File: src/rtl/mastermind_pkg.sv
// rtl/mastermind_pkg.sv - shared Mastermind grading types and constants
package mastermind_pkg;

  localparam int NUM_PEGS   = 4;
  localparam int NUM_COLORS = 6;
  localparam int COLOR_W    = 3;
  localparam int IDX_W      = 3;
  localparam int CNT_W      = 3;

  typedef logic [COLOR_W-1:0] peg_t;
  typedef peg_t [NUM_PEGS-1:0] pattern_t;

  typedef enum logic [1:0] {
    IDLE,
    RED,
    COLOR,
    DONE
  } grade_state_t;

  // Smaller of two per-colour counts: pegs of that colour that can pair up.
  function automatic logic [CNT_W-1:0] min_cnt(input logic [CNT_W-1:0] a,
                                               input logic [CNT_W-1:0] b);
    return (a < b) ? a : b;
  endfunction

endpackage

File: src/rtl/color_counter.sv
// rtl/color_counter.sv - combinational count of pegs matching one colour
module color_counter
  import mastermind_pkg::*;
(
  input  pattern_t         i_pattern,
  input  peg_t             i_color,
  output logic [CNT_W-1:0] o_count
);

  logic [CNT_W-1:0] w_count;

  // Walk every peg and tally the ones equal to the requested colour.
  always_comb begin
    w_count = '0;
    for (int i = 0; i < NUM_PEGS; i++) begin
      if (i_pattern[i] == i_color) begin
        w_count = w_count + CNT_W'(1);
      end
    end
  end

  assign o_count = w_count;

endmodule

File: src/rtl/guess_grader.sv
// rtl/guess_grader.sv - sequential Mastermind red/white peg scorer
module guess_grader
  import mastermind_pkg::*;
(
  input  logic                          i_clock,
  input  logic                          i_reset,
  input  logic                          i_start,
  input  logic [NUM_PEGS*COLOR_W-1:0]   i_guess,
  input  logic [NUM_PEGS*COLOR_W-1:0]   i_master,
  output logic                          o_busy,
  output logic                          o_done,
  output logic [CNT_W-1:0]              o_red,
  output logic [CNT_W-1:0]              o_white,
  output logic                          o_error
);

  localparam logic [IDX_W-1:0] LAST_PEG   = IDX_W'(NUM_PEGS - 1);
  localparam logic [IDX_W-1:0] LAST_COLOR = IDX_W'(NUM_COLORS - 1);
  localparam peg_t             MAX_COLOR  = peg_t'(NUM_COLORS);

  grade_state_t     r_state;
  logic [IDX_W-1:0] r_idx;
  pattern_t         r_g;
  pattern_t         r_m;
  logic [CNT_W-1:0] r_acc_red;
  logic [CNT_W-1:0] r_acc_match;
  logic             r_busy;
  logic             r_done;
  logic [CNT_W-1:0] r_red;
  logic [CNT_W-1:0] r_white;
  logic             r_error;

  logic [CNT_W-1:0] w_g_cnt;
  logic [CNT_W-1:0] w_m_cnt;
  logic [CNT_W-1:0] w_match_next;
  logic             w_peg_eq;
  logic             w_error;

  // The index doubles as the colour under test while in COLOR.
  color_counter u_g_counter (
    .i_pattern (r_g),
    .i_color   (peg_t'(r_idx)),
    .o_count   (w_g_cnt)
  );

  color_counter u_m_counter (
    .i_pattern (r_m),
    .i_color   (peg_t'(r_idx)),
    .o_count   (w_m_cnt)
  );

  assign w_peg_eq     = (r_g[r_idx[1:0]] == r_m[r_idx[1:0]]);
  assign w_match_next = r_acc_match + min_cnt(w_g_cnt, w_m_cnt);

  // Flag any latched peg outside the legal colour range in either pattern.
  always_comb begin
    w_error = 1'b0;
    for (int i = 0; i < NUM_PEGS; i++) begin
      if ((r_g[i] >= MAX_COLOR) || (r_m[i] >= MAX_COLOR)) begin
        w_error = 1'b1;
      end
    end
  end

  // Grading FSM: latch operands, scan pegs for reds, scan colours for total matches, report.
  always_ff @(posedge i_clock) begin
    if (i_reset) begin
      r_state     <= IDLE;
      r_idx       <= '0;
      r_g         <= '0;
      r_m         <= '0;
      r_acc_red   <= '0;
      r_acc_match <= '0;
      r_busy      <= 1'b0;
      r_done      <= 1'b0;
      r_red       <= '0;
      r_white     <= '0;
      r_error     <= 1'b0;
    end else begin
      case (r_state)
        IDLE: begin
          if (i_start) begin
            r_g         <= i_guess;
            r_m         <= i_master;
            r_acc_red   <= '0;
            r_acc_match <= '0;
            r_idx       <= '0;
            r_busy      <= 1'b1;
            r_state     <= RED;
          end
        end
        RED: begin
          r_acc_red <= r_acc_red + CNT_W'(w_peg_eq);
          if (r_idx == LAST_PEG) begin
            r_idx   <= '0;
            r_state <= COLOR;
          end else begin
            r_idx <= r_idx + IDX_W'(1);
          end
        end
        COLOR: begin
          r_acc_match <= w_match_next;
          if (r_idx == LAST_COLOR) begin
            // Results use the final colour's contribution directly, so DONE needs no extra cycle.
            r_done  <= 1'b1;
            r_state <= DONE;
            if (w_error) begin
              r_red   <= '0;
              r_white <= '0;
              r_error <= 1'b1;
            end else begin
              r_red   <= r_acc_red;
              r_white <= w_match_next - r_acc_red;
              r_error <= 1'b0;
            end
          end else begin
            r_idx <= r_idx + IDX_W'(1);
          end
        end
        DONE: begin
          r_done  <= 1'b0;
          r_busy  <= 1'b0;
          r_state <= IDLE;
        end
        default: begin
          r_state <= IDLE;
        end
      endcase
    end
  end

  assign o_busy  = r_busy;
  assign o_done  = r_done;
  assign o_red   = r_red;
  assign o_white = r_white;
  assign o_error = r_error;

endmodule
File: config.mk
export PLATFORM = sky130hd
export DESIGN_NAME = guess_grader
export DESIGN_NICKNAME = d
export VERILOG_FILES = /design/src/rtl/mastermind_pkg.sv /design/src/rtl/color_counter.sv /design/src/rtl/guess_grader.sv
export SDC_FILE = /design/constraint.sdc
export NUM_CORES = 1
export LEC_CHECK = 0
export BUFFER_PORTS_ARGS = -buffer_cell sky130_fd_sc_hd__buf_2
export CORE_ASPECT_RATIO = 1.75
export CORE_UTILIZATION = 55
export CTS_CLUSTER_DIAMETER = 40
export DETAILED_ROUTE_END_ITERATION = 12
export GPL_TIMING_DRIVEN = 0
export PLACE_DENSITY = 0.82
export SLEW_MARGIN = 0
export SYNTH_ARGS = -nofsm -noshare
export SYNTH_HDL_FRONTEND = slang
export SYNTH_SLANG_ARGS = --single-unit
File: constraint.sdc
create_clock -name i_clock -period 6.1 [get_ports i_clock]
set_input_delay 1.22 -clock i_clock [delete_from_list [all_inputs] [get_ports i_clock]]
set_output_delay 1.22 -clock i_clock [all_outputs]
set_load 0.01 [all_outputs]
==> impl_results.md <==
* Buffers on Ports at 34
* WP data arrival at between 5000 and 6000 ps
* Worst-Margin Slew at ~600 ps
* Max-Cap Viols at 0
* RSZ-0062 raised after global routing: no
* First-pass GRT wire length at between 10000 and 15000 um
* Vias in the first global route at 2330
* ANT nets after route at 0
* Ant. Diodes at 0
* PwrDens at between 500 and 600 mW/mm^2
* CTS sink count at 44
* Synth top area cells: dfxtp_1, ha_1, xnor2_1
* Die X at between 50 and 60 um
* Critical path launch point type: flop
* Drt total wl at 6360 um
* Final Util at 0.643
* Core ar. at between 0.004 and 0.005 mm^2
* Yosys top cell by area: dfxtp_1
* Pin count of the biggest net entering global routing at 14
* Mean routed wirelength per cell at roughly 15 um
* Synth-to-Final Area Change at 11.7%
* CTS Buf Count at 5
* DRC viols at 0
* Via count at between 2000 and 2500
* Clk root buf: clkbuf_8
* Yosys reg bits at between 40 and 50
* Post-synth EDFFs at 0
* Predominant post-synthesis flop cell: dfxtp_1
* Share of cells above drive strength 1 at 0.141
* Nets at 421
* Min Tclk post-route at 5520 ps
* Syn nets at 380
* H-tree lvl count at 2
* Post-Synthesis Cells at about 330
* Rows at 33
* Worst-path fanout max at 10
* Synthesized area at about 0.0027 mm^2
* Max_slew headroom at 0.600
* Grt ovf at 0
* Hold Crit Class: flop to flop
* Die area at about 0.0052 mm^2
* IO Count at 36
* Worst R2R Path Depth at 24
* Die H at 94.8 um
* Dpl hpwl at about 4900 um
* Setup_tns at 0 ps
* Final Hold Viols at 0
* Critical Path RT at about 6300 ps
* Worst-Skew Late Latency at approximately 310 ps
* Total GRT Usage at 0.273
* DRT iter0 DRCs at 52
* Starting density of the core at 0.575
* Clock skew at between 6 and 7 ps
* Count of cell types in the netlist at 45
* Via/cell ratio at roughly 5.7
* Crit path kind: flop to flop
* Final Setup Violations at 0
* YS warnings at 0
* Post-CTS Setup Repair Bufs at 0
* Synthesized area per cell at roughly 8.2 um^2
* CTS resizes at 0
* Clock-pin transition on the worst setup and hold timing paths at about 90 ps
* Design area at 0.00303 mm^2
* WHS Path Cells at 2
* Crit end category: flop
* P_leak at roughly 0.0013 uW
* Top cell type's share of synthesized area at 0.325
* Maximum VDD drop at about 420 uV
* Area after DPL at 0.00294 mm^2
* Placer congestion estimate at ~0.9
* First drt pass iteration count at 4
* Outcome: finished, final reports clean
* Fmax at around 180 MHz
* Period utilization at 0.905
* Initial antenna violation count at 0
* Hold-fix buffers, CTS at 0
* Async SR Flop Fraction at 0
* Max-slew violation count at 0
* Sequential area share after synthesis at 0.325
* Clock Path Buffers at 2
* Clock tree from TritonCTS: built
power by group:
group	leakage [uW]	internal, uW	switching, uW
clock network	0.0000400	77.8	108
logic	0.000912	419	568
registers	0.000359	331	56.5
total	0.00131	828	732
cell families (layout without fill, tap and decap cells):
group / after synthesis / in the layout / share of synthesized area
simple gates: 113 / 113 / 0.184
compound gates: 65 / 65 / 0.153
flops: 44 / 44 / 0.325
xor+xnor: 39 / 39 / 0.126
buf+inv: 36 / 77 / 0.0563
fa+ha+maj: 24 / 24 / 0.116
mux: 8 / 8 / 0.0388
layout make-up:
| type | count | area [um^2] |
|---|---|---|
| sequential | 44 | 881 |
| timing repair buffer | 34 | 170 |
| inverter | 18 | 67.6 |
| clock buffer | 5 | 68.8 |
| fill | 427 | 1680 |
| tap | 52 | 65.1 |
| clock inverter | 2 | 12.5 |
| multi-input combinational | 249 | 1680 |
| buffer | 18 | 85.1 |
sequential cells by signal (all words and copies together) (netlist names):
register / count
o_busy: 1
o_done: 1
o_error: 1
o_red: 3
o_white: 3
r_acc_match: 3
r_acc_red: 3
r_g: 12
r_idx: 3
r_m: 12
r_state: 2
metal layers:
layer / wire length (um) / global-route usage
met1: 2300 / 0.250
met2: 3720 / 0.529
met3: 196 / 0.0548
met4: 149 / 0.117
met5: 0 / 0
per-stage QoR:
stage	hold WS (ps)	total power, uW	worst slack, ps	instances
2_1_floorplan	460	1160	1150	329
5_1_grt	521	1730	152	422
4_1_cts	496	1560	548	422
6_report	491	1560	577	422
3_5_place_dp	475	1380	573	415
3_3_place_gp	462	1330	710	415
placed cells by master (no fill, tap or decap), drive strengths merged, types with 4 or more instances in the layout:
cell type | Yosys | routed
a21oi | 33 | 33
xnor2 | 29 | 29
dfxtp | 44 | 44
nand3 | 8 | 8
xor2 | 10 | 10
nand2 | 57 | 57
nor3 | 7 | 7
inv | 18 | 18
ha | 22 | 22
and3 | 5 | 5
clkbuf | 14 | 19
a22oi | 10 | 10
mux2i | 6 | 6
buf | 4 | 38
o21ai | 4 | 4
nor2 | 24 | 24
a32oi | 4 | 4
cell usage after synthesis, types with 2 or more instances:
cell      count
a21oi_1      33
a221oi_1      2
a22oi_1      10
a311oi_1      2
a32oi_1       4
and3_1        4
buf_2         2
buf_6         2
clkbuf_1     14
dfxtp_1      44
fa_1          2
ha_1         22
inv_1        17
mux2i_1       6
mux4_2        2
nand2_1      57
nand3_1       8
nand4_1       2
nor2_1       24
nor2b_1       2
nor3_1        7
o21ai_0       3
xnor2_1      29
xor2_1       10
path summary, 6_finish.rpt:
path | from | endpoint | slack, ps
setup / recovery | r_idx[0] | o_white[2] | 580
hold / removal | o_busy | o_busy | 490
setup reg to reg | r_idx[0] | o_white[2] | 580
hold reg to reg | o_busy | o_busy | 490
worst max-delay path, stage by stage (launching register included):
cell and delay, ps:
dfxtp_1 400, buf_6 150, clkbuf_1 470, xnor2_1 190
and3_1 290, ha_1 300, or4_4 560, nand2_1 90
ha_1 140, nand4_1 100, xnor2_1 250, ha_1 270
inv_1 80, a21oi_1 100, a2bb2oi_1 140, a21oi_1 60
ha_1 200, fa_1 510, inv_1 70, fa_1 400
xnor2_1 190, xnor2_1 160, xnor2_1 80, a22oi_1 170
nor2_1 60
(Power assumes the default switching activity.)
